==> config.mk <==
export PLATFORM = sky130hd
export DESIGN_NAME = imem_loader
export DESIGN_NICKNAME = d
export VERILOG_FILES = /design/src/rtl/loader_pkg.sv /design/src/rtl/word_assembler.sv /design/src/rtl/imem_loader.sv
export SDC_FILE = /design/constraint.sdc
export NUM_CORES = 1
export LEC_CHECK = 0
export ABC_AREA = 1
export BUFFER_PORTS_ARGS = -buffer_cell sky130_fd_sc_hd__buf_2
export CAP_MARGIN = 20
export CORE_UTILIZATION = 60
export CTS_CLUSTER_SIZE = 12
export DETAILED_ROUTE_END_ITERATION = 12
export PLACE_DENSITY_LB_ADDON = 0.3
export SYNTH_ARGS = -nofsm -noshare
export SYNTH_HDL_FRONTEND = slang
export SYNTH_SLANG_ARGS = --single-unit
==> constraint.sdc <==
create_clock -name clk -period 3.4 [get_ports clk]
set_input_delay 0.34 -clock clk [delete_from_list [all_inputs] [get_ports clk]]
set_output_delay 0.34 -clock clk [all_outputs]
set_load 0.01 [all_outputs]
==> src/rtl/loader_pkg.sv <==
// Shared types and constants for the boot-time instruction-memory loader.
package loader_pkg;

   typedef enum logic [2:0] {StLen, StData, StChk, StDone, StErr} state_e;

   localparam int unsigned LEN_BYTES = 4;
   localparam int unsigned BYTE_W    = 8;

endpackage

==> src/rtl/word_assembler.sv <==
// Collects four stream bytes into a little-endian 32-bit word; flags the byte that completes it.
module word_assembler
   import loader_pkg::*;
(
   input  logic              clk,
   input  logic              rst_n,
   input  logic              clear,
   input  logic              byte_en,
   input  logic [BYTE_W-1:0] byte_in,
   output logic [1:0]        byte_idx,
   output logic              word_valid,
   output logic [31:0]       word
);

   logic [1:0]  idx_q;
   logic [31:0] fill_q;

   // word already includes the byte being accepted, so the 4th byte yields the full word
   always_comb begin
      word = fill_q;
      word[BYTE_W*idx_q +: BYTE_W] = byte_in;
      word_valid = byte_en && (idx_q == 2'(LEN_BYTES - 1));
   end

   always_ff @(posedge clk or negedge rst_n) begin
      if (!rst_n) begin
         idx_q  <= '0;
         fill_q <= '0;
      end else if (clear) begin
         idx_q  <= '0;
         fill_q <= '0;
      end else if (byte_en) begin
         idx_q  <= idx_q + 2'd1;
         fill_q <= word;
      end
   end

   assign byte_idx = idx_q;

endmodule

==> src/rtl/imem_loader.sv <==
// Byte-stream program loader: length header, LE data words, XOR checksum; holds core in reset.
module imem_loader
   import loader_pkg::*;
#(
   parameter int unsigned ADDR_W      = 10,
   parameter int unsigned TIMEOUT_CYC = 100000
) (
   input  logic              clk,
   input  logic              rst_n,
   input  logic              rx_valid,
   input  logic [7:0]        rx_data,
   output logic              rx_ready,
   output logic              mem_we,
   output logic [ADDR_W-1:0] mem_addr,
   output logic [31:0]       mem_wdata,
   output logic              core_rst_n,
   output logic              load_done,
   output logic              load_err
);

   localparam int unsigned TW       = $clog2(TIMEOUT_CYC);
   localparam logic [TW-1:0] TMO_LAST = TW'(TIMEOUT_CYC - 1);
   localparam logic [31:0]   LEN_MAX  = 32'd1 << ADDR_W;

   state_e              state_q, state_d;
   logic [ADDR_W:0]     len_q, len_d;
   logic [ADDR_W:0]     cnt_q, cnt_d;
   logic [7:0]          csum_q, csum_d;
   logic [TW-1:0]       timer_q, timer_d;
   logic                mem_we_d;
   logic [ADDR_W-1:0]   addr_d;
   logic [31:0]         wdata_d;
   logic                accept, timing_on, asm_clear, asm_en, word_valid;
   logic [1:0]          byte_idx;
   logic [31:0]         asm_word;

   assign accept = rx_valid && rx_ready;
   assign asm_en = accept && (state_q == StLen || state_q == StData);

   word_assembler u_asm (
      .clk        (clk),
      .rst_n      (rst_n),
      .clear      (asm_clear),
      .byte_en    (asm_en),
      .byte_in    (rx_data),
      .byte_idx   (byte_idx),
      .word_valid (word_valid),
      .word       (asm_word)
   );

   // The wait for the very first length byte is unbounded
   assign timing_on = (state_q == StLen && byte_idx != 2'd0) ||
                      state_q == StData || state_q == StChk;

   always_comb begin
      state_d  = state_q;
      len_d    = len_q;
      cnt_d    = cnt_q;
      csum_d   = csum_q;
      timer_d  = timer_q;
      mem_we_d = 1'b0;
      addr_d   = mem_addr;
      wdata_d  = mem_wdata;

      if (accept)         timer_d = '0;
      else if (timing_on) timer_d = timer_q + 1'b1;

      unique case (state_q)
         StLen: begin
            if (word_valid) begin
               if (asm_word > LEN_MAX) begin
                  state_d = StErr;
               end else if (asm_word == 32'd0) begin
                  state_d = StChk;
               end else begin
                  len_d   = asm_word[ADDR_W:0];
                  state_d = StData;
               end
            end
         end
         StData: begin
            if (accept) csum_d = csum_q ^ rx_data;
            if (word_valid) begin
               mem_we_d = 1'b1;
               addr_d   = cnt_q[ADDR_W-1:0];
               wdata_d  = asm_word;
               cnt_d    = cnt_q + 1'b1;
               if (cnt_d == len_q) state_d = StChk;
            end
         end
         StChk: begin
            if (accept) state_d = (rx_data == csum_q) ? StDone : StErr;
         end
         default: ;
      endcase

      if (timing_on && !accept && timer_q == TMO_LAST) state_d = StErr;

      asm_clear = (state_d == StDone) || (state_d == StErr);
   end

   always_ff @(posedge clk or negedge rst_n) begin
      if (!rst_n) begin
         state_q    <= StLen;
         len_q      <= '0;
         cnt_q      <= '0;
         csum_q     <= '0;
         timer_q    <= '0;
         rx_ready   <= 1'b1;
         mem_we     <= 1'b0;
         mem_addr   <= '0;
         mem_wdata  <= '0;
         core_rst_n <= 1'b0;
         load_done  <= 1'b0;
         load_err   <= 1'b0;
      end else begin
         state_q    <= state_d;
         len_q      <= len_d;
         cnt_q      <= cnt_d;
         csum_q     <= csum_d;
         timer_q    <= timer_d;
         rx_ready   <= !(state_d == StDone || state_d == StErr);
         mem_we     <= mem_we_d;
         mem_addr   <= addr_d;
         mem_wdata  <= wdata_d;
         // Core leaves reset one cycle after DONE is entered
         core_rst_n <= (state_q == StDone);
         load_done  <= (state_d == StDone);
         load_err   <= (state_d == StErr);
      end
   end

endmodule

Word level (Yosys, flattened, before mapping):

Index checks and enable logic that the tools add are counted.

* register bits after elaboration: 131
* input bits: 11
* output and inout bits: 47
* logic and storage cells: 71

* $add $sub $neg: 4
* $lt $le $gt $ge: 1
* equal/unequal tests: 9
* shift operators: 2
* multiplexer cells: 18
* bitwise gates (word level): 3
* reduce and logical (&&, ||, !) cells: 20

Operator list (number)
* 2-to-1 mux 32 bit: 2
* 2-to-1 mux 17 bit: 2
* negator 5 -> 34 bit: 1
* variable shift 8 x 34 -> 32 bit, first input constant: 1
* indexed part select 8 x 34 -> 32 bit: 1
* bitwise mux 32 bit: 1
* greater-than comparator 32 x 11 -> 1 bit, second input constant: 1
* zero test 32 bit: 1
* 2-to-1 mux 3 bit: 7
* adder 17 x 1 -> 17 bit, second input constant: 1
* equality test 17 bit, second input constant: 1
* adder 11 x 1 -> 11 bit, second input constant: 1
* equality test 11 bit: 1
* equality test 3 x 2 -> 1 bit, second input constant: 3
* case mux 3 bit (3 select lines): 1
* equality test 8 bit: 1
* XOR 8 bit: 1
* logical AND 1 bit: 6
* 2-to-1 mux 2 bit: 3
* nonzero test 2 bit: 3
* logical OR 1 bit: 4
* AND reduction 2 bit: 2
* AND reduction 4 bit: 1
* equality test 3 x 1 -> 1 bit, second input constant: 1
* 7 further kinds: 10

Longest topological paths before layout:

* depth after elaboration: 12
* depth in mapped cells: 21
* depth with buffers taken out: 19

Hierarchy:

Synthesis repeated with hierarchy kept, for this count alone.

* cells, all modules: 872
* area, all modules: 6635.1 µm²

Modules (own cells, without submodules)
* imem_loader: times used 1, cells each 584, area each 4690.7 µm², seq. area each 2428.6 µm²
* word_assembler: times used 1, cells each 288, area each 1944.4 µm², seq. area each 850.8 µm²

Worst setup path after synthesis:

No wires, ideal clock.

* path type: reg2reg
* start: register u_asm.idx_q[0] (netlist: u_asm.byte_idx[0])
* end: register u_asm.idx_q[1] (netlist: u_asm.byte_idx[1])
* setup time: 0.121 ns
* data arrival time: 2.507 ns
* data required time: 3.279 ns
* slack: 0.772 ns
* stages on the path, launching flop included: 20
* buffers on the path: 2
* period minus slack after synthesis: 2.628 ns
* cell sequence: dfrtp_1 buf_4 inv_1 ha_1 inv_1 nand2_1 nor2_1 a21oi_1 nand2_1 nor2_1 nand2_1 nor2_2 nand2_1 nand2_1 nand3_1 nor2_1 nand3_1 nand2_4 buf_6 nor2_1

* elaborated cells between the ends (all ways): 27
* those cells by class: add/sub: 2; order compare: 1; eq/ne: 3; shift: 2; mux: 9; reduce/logical: 10

RTL lines
* start: declaration: RTL line word_assembler.sv:15 `logic [1:0] idx_q;`
* start signal: assignment: RTL line word_assembler.sv:33 `idx_q <= idx_q + 2'd1;`
* negator 5 -> 34 bit: RTL line word_assembler.sv:21 `word[BYTE_W*idx_q +: BYTE_W] = byte_in;`
* indexed part select 8 x 34 -> 32 bit / variable shift 8 x 34 -> 32 bit (equally long branches): RTL line word_assembler.sv:21
* bitwise mux 32 bit: RTL line word_assembler.sv:21
* greater-than comparator 32 x 11 -> 1 bit: RTL line imem_loader.sv:71 `if (asm_word > LEN_MAX) begin`
* 2-to-1 mux 3 bit: RTL line imem_loader.sv:71
* 2-to-1 mux 3 bit: RTL line imem_loader.sv:70 `if (word_valid) begin`
* case mux 3 bit (3 select lines): RTL line imem_loader.sv:68 `unique case (state_q)`
* 2-to-1 mux 3 bit (*): RTL line imem_loader.sv:97 `if (timing_on && !accept && timer_q == TMO_LAST) state_d = StErr;`
* via state_d[2]: RTL line imem_loader.sv:25 `state_e state_q, state_d;`
* equality test 3 x 2 -> 1 bit / equality test 3 bit (equally long branches): RTL line imem_loader.sv:99 `asm_clear = (state_d == StDone) || (state_d == StErr);`
* logical OR 1 bit (*): RTL line imem_loader.sv:99
* 2-to-1 mux 2 bit / nonzero test 2 bit (equally long branches)

Mark *: on every way through the listed nets, which the timed path passes. The rest lies on a longest branch. The select of a mux whose other input is x is not followed.
A chain may end at the register's enable or synchronous reset.

Worst setup path in the final report:

* start: register u_asm.idx_q[0] (netlist: u_asm.byte_idx[0])
* end: register u_asm.fill_q[21]

* elaborated cells between the ends (all ways): 26
* those cells by class: add/sub: 1; order compare: 1; eq/ne: 3; shift: 2; mux: 9; reduce/logical: 10

RTL lines
* negator 5 -> 34 bit: RTL line word_assembler.sv:21
* indexed part select 8 x 34 -> 32 bit / variable shift 8 x 34 -> 32 bit (equally long branches): RTL line word_assembler.sv:21
* bitwise mux 32 bit: RTL line word_assembler.sv:21
* greater-than comparator 32 x 11 -> 1 bit: RTL line imem_loader.sv:71
* 2-to-1 mux 3 bit: RTL line imem_loader.sv:71
* 2-to-1 mux 3 bit: RTL line imem_loader.sv:70
* case mux 3 bit (3 select lines): RTL line imem_loader.sv:68
* 2-to-1 mux 3 bit (*): RTL line imem_loader.sv:97
* via state_d[2]: RTL line imem_loader.sv:25
* equality test 3 x 2 -> 1 bit / equality test 3 bit (equally long branches): RTL line imem_loader.sv:99
* logical OR 1 bit (*): RTL line imem_loader.sv:99
* 2-to-1 mux 32 bit / nonzero test 2 bit (equally long branches)
* end signal: assignment: RTL line word_assembler.sv:34 `fill_q <= word;`
* end: declaration: RTL line word_assembler.sv:16 `logic [31:0] fill_q;`

Marked as above.

==> metrics.md <==
| Metric | Value |
|---|---|
| Worst setup SP type | `flop` |
| Wire per inst | `14.86 µm` |
| Min-Delay Path Class | `in -> reg` |
| Critical path arrival | `3500 ps` |
| Type of the worst setup path | `reg -> reg` |
| Most used cell, CP | `nand2_1` |
| Syn_area_per_cell | `7.634 µm²` |
| Crit path time final | `3110 ps` |
| Worst-path clk slew | `60 ps` |
| Worst vdd ir | `0.3178 mV` |
| Largest family of logic cells by synthesized area | `simple AND/OR/NAND/NOR gates` |
| Yosys warns | `0` |
| Most frequent cells in the layout | `211 x nand2_1, 139 x nor2_1, 130 x dfrtp_1` |
| Number of global-route vias before repair | `5,612` |
| Fin nets | `937` |
| Post-synthesis simple-gate area fraction | `27.35%` |
| Layout area overhead | `15.36%` |
| Seq/Total Area, Yosys | `49.95%` |
| Max Cap Viol | `0` |
| Outcome | `complete, no violations` |
| Cell Rows | `37` |
| Clock buffer depth | `2` |
| Pwr dens | `451.4 nW/µm²` |
| Slack of the worst reg-to-reg path | `290 ps` |
| Crit-path max cell delay | `380 ps` |
| Mapped Nets | `879` |
| Endpoints failing setup | `0` |
| CP Capture Type | `flop` |
| Netlist cell types | `32` |
| Pleak | `3.860 nW` |
| Post-synthesis adder-cell area fraction | `1.525%` |
| Detailed placement HPWL | `10,990 µm` |
| Crit path max-delay family | `simple AND/OR/NAND/NOR gates` |
| Post-DRT Antenna Nets | `0` |
| Final hold violations | `0` |
| Mapped Cells | `860` |
| HP Start | `rx_data[2]` |
| Via count of the routed design | `5,921` |
| Worst path bufs/invs | `1` |
| Worst setup margin | `290.2 ps` |
| FMAX | `0.3216 GHz` |
| Post-synthesis sequential element count | `131` |
| Share of cells above drive strength 1 | `10.96%` |
| Worst-skew pair later-pin latency | `520 ps` |
| Port Buffers | `57` |
| GRT Overall Usage | `30.04%` |
| Routed WL | `15,860 µm` |
| Place WS | `266.5 ps` |
| Hold Path End | `mem_wdata[18]` |
| DRC | `0` |
| Synth Area in Compound Gates | `12.41%` |
| Crit Reg-Reg Startpoint | `u_asm.byte_idx[0]` |
| Final period util | `91.47%` |
| Crit Path Max Fanout | `35` |
| GP Congestion | `0.9091` |
| Mux cell area share after synthesis | `0%` |
| Total Power | `3.418 mW` |
| XOR/XNOR Fraction of Synth Area | `1.734%` |
| CTS tree | `built` |
| Worst slew pin tran | `763.0 ps` |
| Critical path's slowest cell | `dfrtp_1` |
| Initial antenna violation count | `0` |
| RSZ-0062 raised after global routing | `false` |
| Clock root cell | `clkbuf_8` |
| Diodes inserted | `0` |
| Initial Utilization | `62.75%` |
| Die Area | `11,360 µm²` |
| Fin. max-slew vios | `0` |
| Remaining Overflow, GRT | `0` |
| Vias per cell | `5.549` |
| Setup TNS Final | `0 ps` |
| First-pass GRT wire length | `26,550 µm` |
| Req. time, crit path | `3800 ps` |
| Reg2reg end | `u_asm.fill_q[21]` |
| Number of buffers created by CTS | `17` |
| Clock Skews | `6.479 ps` |
| Hold Crit Depth | `3` |
| Netlist Area Pre-Place | `6565 µm²` |
| Headroom to the max-slew limit | `48.82%` |
| Layout filler cell count | `845` |
| # IOs | `58` |
| Worst reg2reg path depth | `16` |
| Starting DRT DRC Count | `490` |
| Die span in x | `106.6 µm` |
| Largest net degree at the start of global routing | `68` |
| Commonest non-fill, non-tap cell in the layout | `nand2_1` |
| Core region area | `10,460 µm²` |
| Drt pass-1 iters | `7` |
| H-Tree Depth | `4` |
| CP Cell Sequence | `buf_4 > ha_1 > nand2_1 > nor2_1 > a21oi_1 > nand2_1 > nor2_1 > nand2_1 > nor2_2 > nand2_1 > nand2_1 > nand3_1 > nor2_1 > nand3_1 > nand2_8 > nor2_1` |
| CTS Sinks | `131` |
| Die Y | `106.6 µm` |
## final cells by class
class	instances	area, µm²	area share [%]
repair buffers	65	375.4	4.956
flip-flops and latches	131	3279	43.30
clock inverters	11	135.1	1.784
inverters	89	334.1	4.411
well taps	136	170.2	2.247
multi-input cells	614	2840	37.50
clock buffers	21	439.2	5.799
## power by group
part           internal [mW]  leakage, nW         switching (mW)
clock network           1.13        0.281                  0.660
logic                 0.0160         1.82                 0.0550
registers               1.56         1.75  0.0000000000000000323
total                   2.70         3.86                  0.715
## layer usage
| layer | GRT usage, % | vias to the layer above | part of all wire, % |
|---|---|---|---|
| met4 | 9.785 | 0 | 2.0 |
| met2 | 48.20 | 246 | 47 |
| li1 | - | 2906 | - |
| met5 | 0 | - | 0 |
| met1 | 41.59 | 2737 | 44 |
| met3 | 5.471 | 32 | 7.0 |
## logic make-up (layout without fill, tap and decap cells)
family	count (synthesis)	in the layout
AND/OR/NAND/NOR	439	439
AO/OA/AOI/OAI	154	154
flip-flops	131	131
buffers and inverters	115	186
XOR/XNOR	13	13
adder cells (fa/ha/maj)	8	8
## cell usage after synthesis
cell type  instances  share of area [%]
nand2_1          212                 12
nor2_1           139                7.9
dfrtp_1          130                 50
inv_1             87                5.0
a21oi_1           64                4.9
o21ai_0           63                4.8
nand3_1           57                4.3
a31oi_1           20                1.9
clkbuf_1          17               0.97
nand4_1            9               0.86
nor3_1             9               0.69
ha_1               8                1.5
xor2_1             8                1.1
xnor2_1            5               0.67
nor2_2             4               0.38
nor4_1             4               0.38
buf_6              3               0.51
o21a_1             3               0.34
buf_1              2               0.11
buf_2              2               0.15
clkinv_1           2               0.11
o21bai_1           2               0.23
a21boi_0           1               0.11
a221oi_1           1               0.13
and3_1             1              0.095
buf_4              1               0.11
clkbuf_2           1              0.076
dfstp_2            1               0.40
nand2_2            1              0.095
nand2_4            1               0.17
nand3_2            1               0.15
nor3b_1            1               0.11
## worst max-delay path by stage
stage	startpoint	to	slack (ps)	cells past startpoint
floorplan	u_asm.byte_idx[0]	u_asm.byte_idx[1]	770	19
global placement	u_asm.byte_idx[0]	u_asm.fill_q[16]	320	17
detailed placement	u_asm.byte_idx[0]	u_asm.fill_q[21]	270	16
CTS	u_asm.byte_idx[0]	u_asm.fill_q[21]	260	16
global route	u_asm.byte_idx[0]	u_asm.fill_q[31]	50	16
finish	u_asm.byte_idx[0]	u_asm.fill_q[21]	290	16
## registers in the layout, summed over array words and instances, names as in the netlist
signal,cells
csum_q,8
mem_wdata,32
mem_addr,10
len_q,11
u_asm.byte_idx,2
u_asm.fill_q,32
cnt_q,11
load_err,1
mem_we,1
timer_q,17
load_done,1
state_q,3
rx_ready,1
core_rst_n,1
## worst min-delay path: stages
cell and delay (ps):
buf_2 150, nand3_1 130, a31oi_1 90
## repair_timing
item,CTS,global route
hold buffers,1,0
resized for setup,0,1
buffers inserted,0,0
hold endpoints to repair,45,0
endpoints found under the setup margin,0,6
## per-stage QoR
stage | hold slack (ps) | instances | util, % | instance area, µm²
2_1_floorplan | 44.41 | 860 | - | 6565
3_3_place_gp | 385.8 | 1034 | 66.72 | 6980
3_5_place_dp | 400.5 | 1034 | 66.72 | 6980
4_1_cts | 216.8 | 1067 | 72.30 | 7565
5_1_grt | 244.4 | 1067 | 72.39 | 7574
6_report | 231.2 | 1067 | 72.39 | 7574
No activity file was read; power rests on OpenSTA's default activity.
